$ cat config.mk
export PLATFORM = sky130hd
export DESIGN_NAME = pe_array_out_axis_flat
export DESIGN_NICKNAME = d
export VERILOG_FILES = /design/src/rtl/pe_array_out_axis_pkg.sv /design/src/rtl/pe_array_out_axis_if.sv /design/src/rtl/pe_array_out_axis_sync_fifo_fwft.sv /design/src/rtl/pe_array_out_axis.sv /design/src/flat_wrapper.sv
export SDC_FILE = /design/constraint.sdc
export NUM_CORES = 2
export LEC_CHECK = 0
export CORE_MARGIN = 8
export CORE_UTILIZATION = 40
export CTS_CLUSTER_DIAMETER = 40
export DETAILED_ROUTE_END_ITERATION = 8
export DONT_BUFFER_PORTS = 1
export PLACE_DENSITY_LB_ADDON = 0.3
export SYNTH_ARGS = -nofsm -noshare
export SYNTH_HDL_FRONTEND = slang
export SYNTH_SLANG_ARGS = --single-unit
$ cat constraint.sdc
create_clock -name clk -period 9.35 [get_ports clk]
set_input_delay 0.935 -clock clk [delete_from_list [all_inputs] [get_ports clk]]
set_output_delay 0.935 -clock clk [all_outputs]
set_load 0.01 [all_outputs]
$ cat src/rtl/pe_array_out_axis_pkg.sv
// pe_array_out_axis_pkg: shared defaults and sizing helper for the PE-array output stage
package pe_array_out_axis_pkg;
  localparam int DATA_WIDTH = 16;
  localparam int FIFO_DEPTH = 64;
  localparam int FRAME_LEN = 512;
  localparam int CNT_W = 16;
  function automatic int clog2_min1(input int n);
    return n > 1 ? $clog2(n) : 1;
  endfunction
endpackage

$ cat src/rtl/pe_array_out_axis_if.sv
// pe_array_out_axis_if: AXI-Stream style word channel toward the DMA/host
interface pe_array_out_axis_if
  import pe_array_out_axis_pkg::*;
#(
  parameter int DW = DATA_WIDTH * 2
) ();
  logic          tvalid;
  logic          tready;
  logic          tlast;
  logic [DW-1:0] tdata;
  modport master(output tvalid, tdata, tlast, input tready);
  modport slave(input tvalid, tdata, tlast, output tready);
endinterface

$ cat src/rtl/pe_array_out_axis_sync_fifo_fwft.sv
// sync_fifo_fwft: first-word fall-through FIFO with extra-MSB pointers and occupancy level
module sync_fifo_fwft
  import pe_array_out_axis_pkg::*;
#(
  parameter int W = 33,
  parameter int DEPTH = 64,
  localparam int AW = $clog2(DEPTH)
) (
  input  logic         clk,
  input  logic         rst,
  input  logic         wr_en,
  input  logic [W-1:0] wr_data,
  input  logic         rd_en,
  output logic [W-1:0] rd_data,
  output logic         full,
  output logic         empty,
  output logic [AW:0]  level
);
  logic [W-1:0] mem [DEPTH];
  logic [AW:0] wr_ptr, rd_ptr;
  logic wr, rd;
  assign empty = wr_ptr == rd_ptr;
  assign full = (wr_ptr[AW] != rd_ptr[AW]) && (wr_ptr[AW-1:0] == rd_ptr[AW-1:0]);
  assign level = wr_ptr - rd_ptr;
  assign rd = rd_en & ~empty;
  assign wr = wr_en & (~full | rd);
  // head word is visible combinationally; zeroed while empty so idle output is clean
  assign rd_data = empty ? '0 : mem[rd_ptr[AW-1:0]];
  always_ff @(posedge clk) begin
    if (rst) begin
      wr_ptr <= '0;
      rd_ptr <= '0;
    end else begin
      if (wr) wr_ptr <= wr_ptr + (AW+1)'(1);
      if (rd) rd_ptr <= rd_ptr + (AW+1)'(1);
    end
  end
  always_ff @(posedge clk) begin
    if (wr) mem[wr_ptr[AW-1:0]] <= wr_data;
  end
endmodule

$ cat src/rtl/pe_array_out_axis.sv
// pe_array_out_axis: buffers the PE-array result stream and re-emits it as AXIS with frame TLAST
module pe_array_out_axis
  import pe_array_out_axis_pkg::*;
#(
  parameter int DATA_WIDTH = pe_array_out_axis_pkg::DATA_WIDTH,
  parameter int FIFO_DEPTH = pe_array_out_axis_pkg::FIFO_DEPTH,
  parameter int FRAME_LEN = pe_array_out_axis_pkg::FRAME_LEN,
  parameter int CNT_W = pe_array_out_axis_pkg::CNT_W
) (
  input  logic                          clk,
  input  logic                          rst,
  input  logic                          din_v,
  input  logic [DATA_WIDTH*2-1:0]       din,
  input  logic                          clr_ovf,
  pe_array_out_axis_if.master           m,
  output logic [$clog2(FIFO_DEPTH):0]   level,
  output logic                          ovf,
  output logic [CNT_W-1:0]              frame_cnt
);
  localparam int DW = DATA_WIDTH * 2;
  localparam int BW = clog2_min1(FRAME_LEN);
  logic [BW-1:0] beat;
  logic [DW:0] rd_word;
  logic full, empty, pop, push, drop, tag_last;
  assign pop = m.tvalid & m.tready;
  assign push = din_v & (~full | pop);
  assign drop = din_v & full & ~pop;
  assign tag_last = beat == BW'(FRAME_LEN - 1);
  assign m.tvalid = ~empty;
  assign m.tlast = rd_word[DW];
  assign m.tdata = rd_word[DW-1:0];
  sync_fifo_fwft #(.W(DW + 1), .DEPTH(FIFO_DEPTH)) u_fifo (
    .clk(clk),
    .rst(rst),
    .wr_en(push),
    .wr_data({tag_last, din}),
    .rd_en(pop),
    .rd_data(rd_word),
    .full(full),
    .empty(empty),
    .level(level)
  );
  // beat counts dropped words too, keeping TLAST aligned with the array's frames
  always_ff @(posedge clk) begin
    if (rst) begin
      beat <= '0;
      ovf <= 1'b0;
      frame_cnt <= '0;
    end else begin
      if (din_v) beat <= tag_last ? '0 : beat + BW'(1);
      ovf <= drop | (ovf & ~clr_ovf);
      frame_cnt <= frame_cnt + CNT_W'(pop & m.tlast);
    end
  end
endmodule

$ cat src/flat_wrapper.sv
// flat-port wrapper written by rule: the top's interface ports become plain ports
module pe_array_out_axis_flat import pe_array_out_axis_pkg::*;
#(
  parameter int DATA_WIDTH = pe_array_out_axis_pkg::DATA_WIDTH,
  parameter int FIFO_DEPTH = pe_array_out_axis_pkg::FIFO_DEPTH,
  parameter int FRAME_LEN = pe_array_out_axis_pkg::FRAME_LEN,
  parameter int CNT_W = pe_array_out_axis_pkg::CNT_W
)
  (clk, rst, din_v, din, clr_ovf, level, ovf, frame_cnt, m_tvalid, m_tdata, m_tlast, m_tready);
  pe_array_out_axis_if #(.DW(32)) m_i ();
  input  logic clk;
  input  logic rst;
  input  logic din_v;
  input  logic [DATA_WIDTH*2-1:0] din;
  input  logic clr_ovf;
  output logic [$clog2(FIFO_DEPTH):0] level;
  output logic ovf;
  output logic [CNT_W-1:0] frame_cnt;
  output wire logic [$bits(m_i.tvalid)-1:0] m_tvalid;
  output wire logic [$bits(m_i.tdata)-1:0] m_tdata;
  output wire logic [$bits(m_i.tlast)-1:0] m_tlast;
  input wire logic [$bits(m_i.tready)-1:0] m_tready;
  assign m_tvalid = m_i.tvalid;
  assign m_tdata = m_i.tdata;
  assign m_tlast = m_i.tlast;
  assign m_i.tready = m_tready;
  pe_array_out_axis #(.DATA_WIDTH(DATA_WIDTH), .FIFO_DEPTH(FIFO_DEPTH), .FRAME_LEN(FRAME_LEN), .CNT_W(CNT_W)) u_core (.clk(clk), .rst(rst), .din_v(din_v), .din(din), .clr_ovf(clr_ovf), .m(m_i), .level(level), .ovf(ovf), .frame_cnt(frame_cnt));
endmodule
==> run_summary.xml <==
<?xml version="1.0" encoding="UTF-8"?>
<metrics>
  <group name="grt">
    <metric name="antenna_found_initial" unit="">7</metric>
    <metric name="first_global_vias" unit="">41400</metric>
    <metric name="globalRoute.totalOverflow" unit="">0</metric>
    <metric name="largest_net_degree_at_the_start_of_global_routing" unit="">133</metric>
    <metric name="gr-usage-all-layers" unit="%">21.0</metric>
    <metric name="grt_pass1_wl" unit="mm">330</metric>
  </group>
  <group name="worst_hold_path">
    <metric name="min-delay-path-class" unit="">primary input to register</metric>
  </group>
  <group name="setup_path">
    <metric name="critical_path_depth" unit="">7</metric>
    <metric name="path_delay_family" unit="">buffers and inverters</metric>
    <metric name="crit-reg2reg-capture" unit="">u_core.frame_cnt[15]$_SDFF_PP0_</metric>
    <metric name="crit_path_top_delay_cell" unit="">sky130_fd_sc_hd__dfxtp_4</metric>
    <metric name="cp_num_buf_inv" unit="">2</metric>
    <metric name="critical_path.cell_chain" unit="">buf_4 &gt; buf_4 &gt; mux4_2 &gt; a22oi_1 &gt; a31oi_1 &gt; a2111o_1 &gt; and3_1</metric>
    <metric name="critPathMostFrequentCell" unit="">sky130_fd_sc_hd__buf_4</metric>
    <metric name="crit_path_end_kind" unit="">output port</metric>
    <metric name="worst_setup_path_endpoint" unit="">m_tdata[0]</metric>
    <metric name="critical_path_class" unit="">register to output port</metric>
    <metric name="cp_slowest_stage_delay" unit="ps">930</metric>
    <metric name="crit_required" unit="ps">8420</metric>
    <metric name="setup_slack_on_the_worst_flop_to_flop_path" unit="ps">4880</metric>
    <metric name="worstRegToRegCells" unit="">13</metric>
    <metric name="crit_path_max_fanout" unit="">62</metric>
    <metric name="cp.arrival" unit="ps">5060</metric>
    <metric name="worstSetupStartpointType" unit="">register</metric>
  </group>
  <group name="detailed_routing">
    <metric name="wl_per_cell" unit="um">34.8</metric>
    <metric name="detail_route.iter0.violations" unit="">5477</metric>
    <metric name="postRouteAntennaNets" unit="">0</metric>
    <metric name="detail_route.drc_violations" unit="">0</metric>
    <metric name="drtPass1Iterations" unit="">7</metric>
    <metric name="drt-total-wl" unit="mm">239</metric>
    <metric name="viasPerCell" unit="">6.04</metric>
    <metric name="via_count" unit="">41500</metric>
  </group>
  <group name="floorplanning">
    <metric name="boundaryPins" unit="">95</metric>
    <metric name="core_area" unit="mm2">0.207</metric>
    <metric name="die_width" unit="um">472</metric>
    <metric name="rows" unit="">167</metric>
    <metric name="floorplan_die_area" unit="mm2">0.223</metric>
    <metric name="die_h" unit="um">472</metric>
    <metric name="initial_standard_cell_utilization_of_the_core" unit="%">40.2</metric>
  </group>
  <group name="sta">
    <metric name="setup_repair_after_global_routing_missed_its_margin" unit="">false</metric>
    <metric name="fin_hold_ws" unit="ps">110</metric>
    <metric name="tightest_slew" unit="ps">1400</metric>
    <metric name="post-route-min-period" unit="ps">5990</metric>
    <metric name="slew_viol_final" unit="">0</metric>
    <metric name="setup_viol" unit="">0</metric>
    <metric name="achievable-frequency" unit="GHz">0.167</metric>
    <metric name="timing.setup.tns" unit="ps">0</metric>
    <metric name="remaining_max_slew_budget_at_the_tightest_pin" unit="%">6.19</metric>
    <metric name="hold_fails_final_rpt" unit="">0</metric>
    <metric name="min_period_over_period" unit="%">64.1</metric>
    <metric name="finalClockSkew" unit="ps">73.7</metric>
  </group>
  <group name="synthesis">
    <metric name="synth_seq_area_share" unit="%">77.4</metric>
    <metric name="postSynthNetCount" unit="">3801</metric>
    <metric name="yosys_warnings" unit="">0</metric>
    <metric name="edff_count_synth" unit="">2112</metric>
    <metric name="post_synth.cell_area_avg" unit="um2">22.1</metric>
    <metric name="synthesis.instances" unit="">3751</metric>
    <metric name="syn-cell-area" unit="mm2">0.0831</metric>
    <metric name="number_of_library_cell_types_mapped_by_synthesis" unit="">56</metric>
    <metric name="leading_register_cell_type_out_of_synthesis" unit="">sky130_fd_sc_hd__edfxtp_1</metric>
    <metric name="postSynthRegisterBits" unit="">2158</metric>
    <metric name="async_flop_share" unit="%">0</metric>
  </group>
  <group name="outcome">
    <metric name="outcome" unit="">finished clean</metric>
  </group>
  <group name="clock_network">
    <metric name="htree_num_levels" unit="">5</metric>
    <metric name="numCtsBuffers" unit="">300</metric>
    <metric name="cts.reportedPaths.clkPinSlew" unit="ps">50</metric>
    <metric name="cts.root.buffer_cell" unit="">sky130_fd_sc_hd__clkbuf_16</metric>
    <metric name="clk-insertion-delay-late" unit="ps">930</metric>
    <metric name="postCtsResizedCells" unit="">0</metric>
    <metric name="clock_sinks" unit="">2158</metric>
    <metric name="count_of_hold_buffers_inserted_by_post_cts_repair" unit="">0</metric>
    <metric name="clock_tree_from_tritoncts" unit="">done</metric>
    <metric name="clock_tree.buffer_depth" unit="">4</metric>
    <metric name="post-cts-setup-buffers" unit="">0</metric>
  </group>
  <group name="placement">
    <metric name="hpwl" unit="mm">121</metric>
    <metric name="place_congestion" unit="">0.762</metric>
    <metric name="numPortBuffers" unit="">0</metric>
  </group>
  <group name="power">
    <metric name="seq_power_share" unit="%">45.8</metric>
    <metric name="clockPowerShare" unit="%">47.7</metric>
    <metric name="power.static_leakage" unit="uW">0.0295</metric>
    <metric name="power.share.combinational" unit="%">6.4</metric>
    <metric name="power.switching_fraction" unit="%">21.6</metric>
    <metric name="power.ir.vdd_worst" unit="mV">0.213</metric>
    <metric name="power_per_cell_area" unit="mW/mm2">242</metric>
    <metric name="internal-power" unit="uW">18200</metric>
    <metric name="p_sw" unit="uW">5040</metric>
  </group>
  <group name="layout">
    <metric name="synthToLayoutAreaGrowth" unit="%">16.0</metric>
    <metric name="fillCellCount" unit="">16900</metric>
    <metric name="post_route_cells_drive_above_1_share" unit="%">28.4</metric>
    <metric name="nNetsFinal" unit="">4006</metric>
  </group>
  <group name="flow_run">
    <metric name="max-cap-violations" unit="">0</metric>
  </group>
</metrics>
cell type report:
class	instances	area [um2]	area share [%]
repair buffers	104	856	0.888
clock buffers	338	7760	8.05
clock inverters	175	1950	2.02
diodes	1	2.50	0.00260
flip-flops and latches	2158	64400	66.8
multi-input cells	1376	18000	18.7
well taps	2704	3380	3.51
inverters	16	65.1	0.0675
sequential cells by signal, summed over array words and instances (netlist names), named ones only:
register              cells
u_core.u_fifo.mem      2112
u_core.u_fifo.rd_ptr      7
u_core.u_fifo.wr_ptr      7
u_core.frame_cnt         16
u_core.ovf                1
u_core.beat               9
power groups by stage:
stage | Combinational, uW | Clock (uW) | Sequential [uW]
after detailed placement | 1520 | 0 | 10900
after floorplan | 1200 | 0 | 10800
after global routing | 1590 | 11700 | 10700
final | 1500 | 11100 | 10700
after global placement | 1520 | 0 | 10900
after CTS | 1530 | 11300 | 10700
routing by layer:
metal / vias to the layer above / track usage (%) / part of all wire (%)
li1: 16300 / - / -
met1: 22700 / 28.5 / 39
met2: 2134 / 34.3 / 49
met3: 456 / 4.62 / 9.1
met4: 0 / 6.14 / 3.0
met5: - / 0 / 0
stage by stage:
stage                     instances  util (%)  worst slack, ps  instance area (um2)  total power, uW
after detailed placement       6358      41.9             4120                86600            12400
final                          6872      46.6             3360                96400            23300
after floorplan                3751         -             5990                83100            12000
after global routing           6872      46.6             3070                96400            23900
after CTS                      6871      46.6             3170                96400            23500
after global placement         6358      41.9             4150                86600            12400
worst min path at each step:
stage	from	to	slack (ps)	cells past startpoint
floorplan	u_core.beat[8]$_SDFFE_PP0P_	u_core.beat[8]$_SDFFE_PP0P_	470	2
global placement	u_core.beat[4]$_SDFFE_PP0P_	u_core.beat[4]$_SDFFE_PP0P_	490	2
detailed placement	u_core.u_fifo.wr_ptr[0]$_SDFFE_PP0P_	u_core.u_fifo.wr_ptr[0]$_SDFFE_PP0P_	500	2
CTS	rst	u_core.frame_cnt[15]$_SDFF_PP0_	50	1
global route	rst	u_core.frame_cnt[8]$_SDFF_PP0_	60	1
finish	rst	u_core.frame_cnt[15]$_SDFF_PP0_	110	1
cells by family after synthesis:
family | synth area share, %
flops | 77.4
compound gates | 1.90
buf+inv | 1.49
xor+xnor | 0.369
mux | 16.3
fa+ha+maj | 0.205
simple gates | 2.25
Yosys cell counts, types with 3 or more instances:
library cell / instances / area [um2]
sky130_fd_sc_hd__a211oi_1: 19 / 143
sky130_fd_sc_hd__a21o_1: 3 / 22.5
sky130_fd_sc_hd__a21oi_1: 37 / 185
sky130_fd_sc_hd__a221oi_1: 11 / 96.3
sky130_fd_sc_hd__a22oi_1: 40 / 300
sky130_fd_sc_hd__a31oi_1: 17 / 106
sky130_fd_sc_hd__a32oi_1: 22 / 193
sky130_fd_sc_hd__and2_1: 12 / 75.1
sky130_fd_sc_hd__and3_1: 15 / 93.8
sky130_fd_sc_hd__buf_1: 14 / 52.6
sky130_fd_sc_hd__buf_2: 61 / 305
sky130_fd_sc_hd__buf_4: 51 / 383
sky130_fd_sc_hd__buf_6: 21 / 236
sky130_fd_sc_hd__clkbuf_1: 54 / 203
sky130_fd_sc_hd__dfxtp_1: 46 / 921
sky130_fd_sc_hd__edfxtp_1: 2112 / 63400
sky130_fd_sc_hd__ha_1: 12 / 150
sky130_fd_sc_hd__inv_1: 15 / 56.3
sky130_fd_sc_hd__mux2_2: 7 / 78.8
sky130_fd_sc_hd__mux2i_1: 137 / 1370
sky130_fd_sc_hd__mux4_2: 538 / 12100
sky130_fd_sc_hd__nand2_1: 150 / 563
sky130_fd_sc_hd__nand2b_1: 8 / 50.1
sky130_fd_sc_hd__nand3_1: 43 / 215
sky130_fd_sc_hd__nand3b_1: 3 / 22.5
sky130_fd_sc_hd__nand4_1: 12 / 75.1
sky130_fd_sc_hd__nor2_1: 128 / 480
sky130_fd_sc_hd__nor2b_1: 25 / 156
sky130_fd_sc_hd__nor3_1: 11 / 55.1
sky130_fd_sc_hd__o2111ai_1: 7 / 61.3
sky130_fd_sc_hd__o211ai_1: 9 / 67.6
sky130_fd_sc_hd__o21ai_0: 19 / 95.1
sky130_fd_sc_hd__o21ai_1: 6 / 30.0
sky130_fd_sc_hd__o22ai_1: 19 / 119
sky130_fd_sc_hd__or2_2: 3 / 18.8
sky130_fd_sc_hd__or3_1: 5 / 31.3
sky130_fd_sc_hd__xnor2_1: 17 / 149
sky130_fd_sc_hd__xor2_1: 18 / 158
placed cells by master (no fill, tap or decap), types with 13 or more instances in the layout:
| cell | n |
|---|---|
| sky130_fd_sc_hd__clkinv_1 | 31 |
| sky130_fd_sc_hd__o22ai_1 | 19 |
| sky130_fd_sc_hd__a22oi_1 | 40 |
| sky130_fd_sc_hd__edfxtp_1 | 2112 |
| sky130_fd_sc_hd__a211oi_1 | 19 |
| sky130_fd_sc_hd__nor2_4 | 63 |
| sky130_fd_sc_hd__a32oi_1 | 22 |
| sky130_fd_sc_hd__inv_1 | 13 |
| sky130_fd_sc_hd__nor2b_1 | 24 |
| sky130_fd_sc_hd__bufinv_16 | 33 |
| sky130_fd_sc_hd__nand3_1 | 43 |
| sky130_fd_sc_hd__mux2i_1 | 137 |
| sky130_fd_sc_hd__clkbuf_16 | 305 |
| sky130_fd_sc_hd__a31oi_1 | 17 |
| sky130_fd_sc_hd__clkinv_4 | 23 |
| sky130_fd_sc_hd__xor2_1 | 18 |
| sky130_fd_sc_hd__buf_4 | 98 |
| sky130_fd_sc_hd__nand2_1 | 150 |
| sky130_fd_sc_hd__a21oi_1 | 37 |
| sky130_fd_sc_hd__and3_1 | 15 |
| sky130_fd_sc_hd__clkbuf_1 | 33 |
| sky130_fd_sc_hd__mux4_2 | 538 |
| sky130_fd_sc_hd__dfxtp_1 | 40 |
| sky130_fd_sc_hd__nor2_1 | 63 |
| sky130_fd_sc_hd__clkinv_2 | 37 |
| sky130_fd_sc_hd__clkinvlp_4 | 16 |
| sky130_fd_sc_hd__xnor2_1 | 17 |
| sky130_fd_sc_hd__inv_6 | 29 |
| sky130_fd_sc_hd__o21ai_0 | 19 |
(Power assumes the default switching activity.)
